==> config.mk <==
export PLATFORM = sky130hd
export DESIGN_NAME = burst_addr_counter
export DESIGN_NICKNAME = d
export VERILOG_FILES = /design/src/rtl/burst_addr_counter.sv
export SDC_FILE = /design/constraint.sdc
export NUM_CORES = 1
export LEC_CHECK = 0
export BUFFER_PORTS_ARGS = -buffer_cell sky130_fd_sc_hd__buf_2
export CAP_MARGIN = 30
export CORE_AREA = 3 3 76 93
export DETAILED_ROUTE_END_ITERATION = 7
export DIE_AREA = 0 0 79 96
export GPL_TIMING_DRIVEN = 0
export PLACE_DENSITY = 0.84
export RECOVER_POWER = 50
export SETUP_SLACK_MARGIN = 0.2
export SLEW_MARGIN = 20
export SYNTH_ARGS = -nofsm -noshare
export SYNTH_HDL_FRONTEND = slang
export SYNTH_SLANG_ARGS = --single-unit
==> constraint.sdc <==
create_clock -name clk -period 3.8 [get_ports clk]
set_clock_uncertainty 0.05 [all_clocks]
set_input_delay 0.19 -clock clk [delete_from_list [all_inputs] [get_ports clk]]
set_output_delay 0.19 -clock clk [all_outputs]
set_load 0.03 [all_outputs]
==> src/rtl/burst_addr_counter.sv <==
// Burst address generator for AXI4-style FIXED/INCR/WRAP bursts with beat counting.
// Optional idle-beat watchdog enabled by defining BURST_CNT_TIMEOUT_EN.
module burst_addr_counter #(
  parameter int ADDR_W     = 32,
  parameter int LEN_W      = 8,
  parameter int BEAT_BYTES = 4,
  parameter int TIMEOUT    = 256
) (
  input  logic              clk,
  input  logic              arst,
  input  logic              i_start,
  input  logic [ADDR_W-1:0] i_addr,
  input  logic [LEN_W-1:0]  i_len,
  input  logic [1:0]        i_burst,
  input  logic              i_beat,
  input  logic              i_abort,
  output logic              o_busy,
  output logic [ADDR_W-1:0] o_addr,
  output logic [LEN_W-1:0]  o_count,
  output logic              o_last,
  output logic              o_done,
  output logic              o_err,
  output logic              dbg_state
);

  localparam logic [1:0] BURST_FIXED = 2'b00;
  localparam logic [1:0] BURST_INCR  = 2'b01;
  localparam logic [1:0] BURST_WRAP  = 2'b10;
  localparam int BEAT_SHIFT = $clog2(BEAT_BYTES);
  localparam logic [ADDR_W-1:0] BEAT_INC = ADDR_W'(BEAT_BYTES);

  if (TIMEOUT < 1 || BEAT_BYTES < 1 || (BEAT_BYTES & (BEAT_BYTES - 1)) != 0) begin : g_bad_param
    $error("burst_addr_counter: TIMEOUT must be >= 1 and BEAT_BYTES a power of two");
  end

  typedef enum logic {S_IDLE = 1'b0, S_RUN = 1'b1} state_t;

  state_t            state_q, state_d;
  logic [ADDR_W-1:0] addr_q, addr_d;
  logic [LEN_W-1:0]  count_q, count_d;
  logic [LEN_W-1:0]  len_q, len_d;
  logic [1:0]        burst_q, burst_d;
  logic              done_q, done_d;
  logic              err_q, err_d;
  logic              last;
  logic              start_legal;
  logic              len_ok;
  logic              misaligned;
  logic [ADDR_W-1:0] wrap_mask;
  logic [ADDR_W-1:0] next_addr;

`ifdef BURST_CNT_TIMEOUT_EN
  localparam int WD_W = $clog2(TIMEOUT + 1);
  logic [WD_W-1:0] wdog_q, wdog_d;
`endif

  // WRAP needs a power-of-two window, so only 2/4/8/16-beat bursts on beat-aligned addresses.
  assign len_ok      = (i_len == LEN_W'(1)) || (i_len == LEN_W'(3)) ||
                       (i_len == LEN_W'(7)) || (i_len == LEN_W'(15));
  assign misaligned  = (i_addr & ADDR_W'(BEAT_BYTES - 1)) != '0;
  assign start_legal = (i_burst != 2'b11) &&
                       !((i_burst == BURST_WRAP) && (!len_ok || misaligned));

  assign wrap_mask = ((ADDR_W'(len_q) + ADDR_W'(1)) << BEAT_SHIFT) - ADDR_W'(1);

  always_comb begin
    next_addr = addr_q;
    case (burst_q)
      BURST_FIXED: next_addr = addr_q;
      BURST_INCR:  next_addr = addr_q + BEAT_INC;
      BURST_WRAP:  next_addr = (addr_q & ~wrap_mask) | ((addr_q + BEAT_INC) & wrap_mask);
      default:     next_addr = addr_q;
    endcase
  end

  assign last = (state_q == S_RUN) && (count_q == len_q);

  always_comb begin
    state_d = state_q;
    addr_d  = addr_q;
    count_d = count_q;
    len_d   = len_q;
    burst_d = burst_q;
    done_d  = 1'b0;
    err_d   = err_q;
`ifdef BURST_CNT_TIMEOUT_EN
    wdog_d  = '0;
`endif
    case (state_q)
      S_IDLE: begin
        // A beat arriving alongside a start belongs to no burst yet and is dropped silently.
        if (i_start) begin
          if (start_legal) begin
            state_d = S_RUN;
            addr_d  = i_addr;
            count_d = '0;
            len_d   = i_len;
            burst_d = i_burst;
            err_d   = 1'b0;
          end else begin
            err_d = 1'b1;
          end
        end else if (i_beat) begin
          err_d = 1'b1;
        end
      end
      S_RUN: begin
        if (i_abort) begin
          state_d = S_IDLE;
        end else if (i_beat) begin
          count_d = count_q + LEN_W'(1);
          addr_d  = next_addr;
          if (last) begin
            state_d = S_IDLE;
            done_d  = 1'b1;
          end
        end
`ifdef BURST_CNT_TIMEOUT_EN
        else if (wdog_q == WD_W'(TIMEOUT - 1)) begin
          state_d = S_IDLE;
          err_d   = 1'b1;
        end else begin
          wdog_d = wdog_q + WD_W'(1);
        end
`endif
      end
      default: state_d = S_IDLE;
    endcase
  end

  always_ff @(posedge clk or posedge arst) begin
    if (arst) begin
      state_q <= S_IDLE;
      addr_q  <= '0;
      count_q <= '0;
      len_q   <= '0;
      burst_q <= '0;
      done_q  <= 1'b0;
      err_q   <= 1'b0;
    end else begin
      state_q <= state_d;
      addr_q  <= addr_d;
      count_q <= count_d;
      len_q   <= len_d;
      burst_q <= burst_d;
      done_q  <= done_d;
      err_q   <= err_d;
    end
  end

`ifdef BURST_CNT_TIMEOUT_EN
  always_ff @(posedge clk or posedge arst) begin
    if (arst) wdog_q <= '0;
    else      wdog_q <= wdog_d;
  end
`endif

  assign o_busy    = (state_q == S_RUN);
  assign o_addr    = addr_q;
  assign o_count   = count_q;
  assign o_last    = last;
  assign o_done    = done_q;
  assign o_err     = err_q;
  assign dbg_state = state_q;

endmodule

==> out/metrics.cfg <==
[synth]
synth-seq-cells=53
postSynthCellCount=410
mappedNetlistNets=460
synth_warnings=0
synth.lib_cells_used.distinct=60
synth-main-ff-cell=sky130_fd_sc_hd__dfrtp_1
syn_area_per_cell_um2=8.73
mappedNetlistArea_um2=3580
count_of_flip_flops_with_a_built_in_enable_after_synthesis=0
share_of_synthesized_flip_flops_with_an_asynchronous_set_or_reset=1.00
synth-seq-area-share=0.370

[worst_setup_path]
max_fo_critical_path=10
critical_path_class=reg -> reg
cp_common_cell=sky130_fd_sc_hd__nand3_1
type_of_element_capturing_the_critical_path=flip-flop
path_cells=ha_1 -> buf_2 -> a211oi_1 -> nand4_1 -> nand3_1 -> nand3_1 -> clkbuf_1 -> o32ai_1 -> o2bb2ai_1
arrival_ns=2.83
launching_element_type_of_the_critical_path=flip-flop
critPathRequiredTime_ns=4.00
slowest_stage=sky130_fd_sc_hd__dfrtp_1
worst_path_largest_cell_delay_ns=0.48

[pwr]
pwr_density_cell_nw_per_um2=805
power.ir.vdd_worst_mv=0.455
p_leak_nw=1.79

[cts]
cts.repair_timing.setup_buffer_count=0
clk_transition_reported_paths_ns=0.10
cts_repair_resize_count=0
cts.sink_count=53
maximum_buffer_depth_of_the_clock_tree=2
htree_levels=2
cts_tree=yes
clockRootBuffer=sky130_fd_sc_hd__clkbuf_8
clock_insertion_delay_worst_skew_ns=0.32
cts-buffers-inserted=5
post_cts_hold_fix_bufs=1

[route]
drtPass1Iterations=6
wl_mm=10.1
drc_errors=0
total_via_count_in_the_routed_design=3704
avgRoutedWirePerCell_um=17.0
post_drt_via_cell_ratio=6.23
ant_nets=0
drtIter0Drc=364

[sta]
max_slew_margin=-0.575
grt_setup_unrepaired=false
timing.final.crit_period_ns=2.63
tightest_slew_ns=2.35
holdWs_ns=0.0122
timing.final.setup_violations=0
timing.setup.tns_ns=0
worst_slack_ns=1.17
finalCritPeriodShare=0.693
finalMaxSlewViolations=54
finalHoldViolations=0
max_freq_mhz=380

[cells_and_area]
area_grow_syn2layout_pct=18.9
fin_area_um2=4260
antenna-diode-count=0
most-common-layout-cells=78 x sky130_fd_sc_hd__buf_2, 53 x sky130_fd_sc_hd__dfrtp_1, 36 x sky130_fd_sc_hd__clkbuf_1
final_common_cell=sky130_fd_sc_hd__buf_2
n_fill_cell=555
layout.nets=559
post_layout_instance_count_excluding_filler_cells=595
final_layout_size_suffix_gt1_frac=0.229

[placed_design]
dpl.cell_count=586
place_worst_setup_slack_ns=1.24
gp_congestion=0.940
detailed_place_hpwl_mm=7.41
io_buffers=91
postPlaceCellArea_um2=4140

[global_route]
groute.usage.overall=0.268
grt_pass1_wl_mm=16.3
antenna_violations_before_repair=0
grt-ovfl-total=0
maximum_number_of_pins_on_one_net_before_global_route_repair=54
grt_pass1_vias=3474

[floorplanning]
io_pins=92
floorplan.die.height_um=96
starting_density_of_the_core=0.566
placement_rows=32
die_area_um2=7580
die_w_um=79
core_um2=6330

[status]
violated_checks=max-capacitance violations, max-slew violations
outcome=finished with violations

[hold_path]
min_path_type=in -> reg

[job]
max_cap_violations=1

[where the power goes]
group          internal, W  switching [W]
clock network     0.000262       0.000200
logic             0.000668        0.00122
registers         0.000795       0.000288
[cell usage after synthesis, drive strengths merged (11+ instances only)]
cell type	number	area (um^2)
a21oi	20	108
a22o	15	131
buf	15	91.3
clkbuf	13	48.8
dfrtp	53	1330
inv	21	78.8
mux2	11	124
nand2	29	109
nand3	29	145
nand4	12	75.1
nor2	35	131
nor3	11	55.1
o21ai	25	125
xnor2	17	149
[cells by family (layout without fill, tap and decap cells)]
logic type | Yosys count | count (layout) | synth area share
compound gates | 114 | 114 | 0.235
xor+xnor | 26 | 26 | 0.0636
fa+ha+maj | 3 | 3 | 0.0105
buf+inv | 49 | 149 | 0.0612
flops | 53 | 53 | 0.370
mux | 11 | 11 | 0.0346
simple gates | 154 | 154 | 0.224
[area by class of cell]
class,instances,area (um^2),area share
Buffer,28,140,0.0329
Clock buffer,5,68.8,0.0162
Clock inverter,3,65.1,0.0153
Inverter,21,80.1,0.0188
Multi-Input combinational cell,308,2030,0.478
Sequential cell,53,1330,0.311
Tap cell,85,106,0.0250
Timing Repair Buffer,92,437,0.103
[metrics by stage]
step / total power (W) / util
final: 0.00343 / 0.673
after global routing: 0.00365 / 0.673
after CTS: 0.00343 / 0.678
after detailed placement: 0.00297 / 0.655
after global placement: 0.00291 / 0.655
after floorplan: 0.00244 / -
[worst max-delay path, delay by kind of cell (launching register included)]
family                   cells  cell delay, ns
AO/OA/AOI/OAI                3            0.81
flip-flops                   1            0.48
adder cells (fa/ha/maj)      1            0.22
AND/OR/NAND/NOR              3            0.54
buffers and inverters        2            0.47
[worst paths after layout]
check                                from    endpoint  slack (ns)  cells past startpoint
worst max-delay path             len_q[1]   flip-flop        1.17                      9
worst min-delay path              i_abort      o_done        0.01                      2
worst max register to register   len_q[1]   flip-flop        1.17                      9
worst min register to register  o_addr[0]   o_addr[0]        0.47                      1
max in group asynchronous            arst    len_q[2]        1.67                      3
min in group asynchronous            arst  o_count[5]        0.97                      3
[per-layer routing]
layer,global-route usage,vias to the layer above,part of all wire
met4,0.116,0,0.025
li1,-,1714,-
met5,0,-,0
met1,0.342,1761,0.40
met2,0.448,202,0.49
met3,0.0440,27,0.083
No activity file was read; power rests on OpenSTA's default activity.
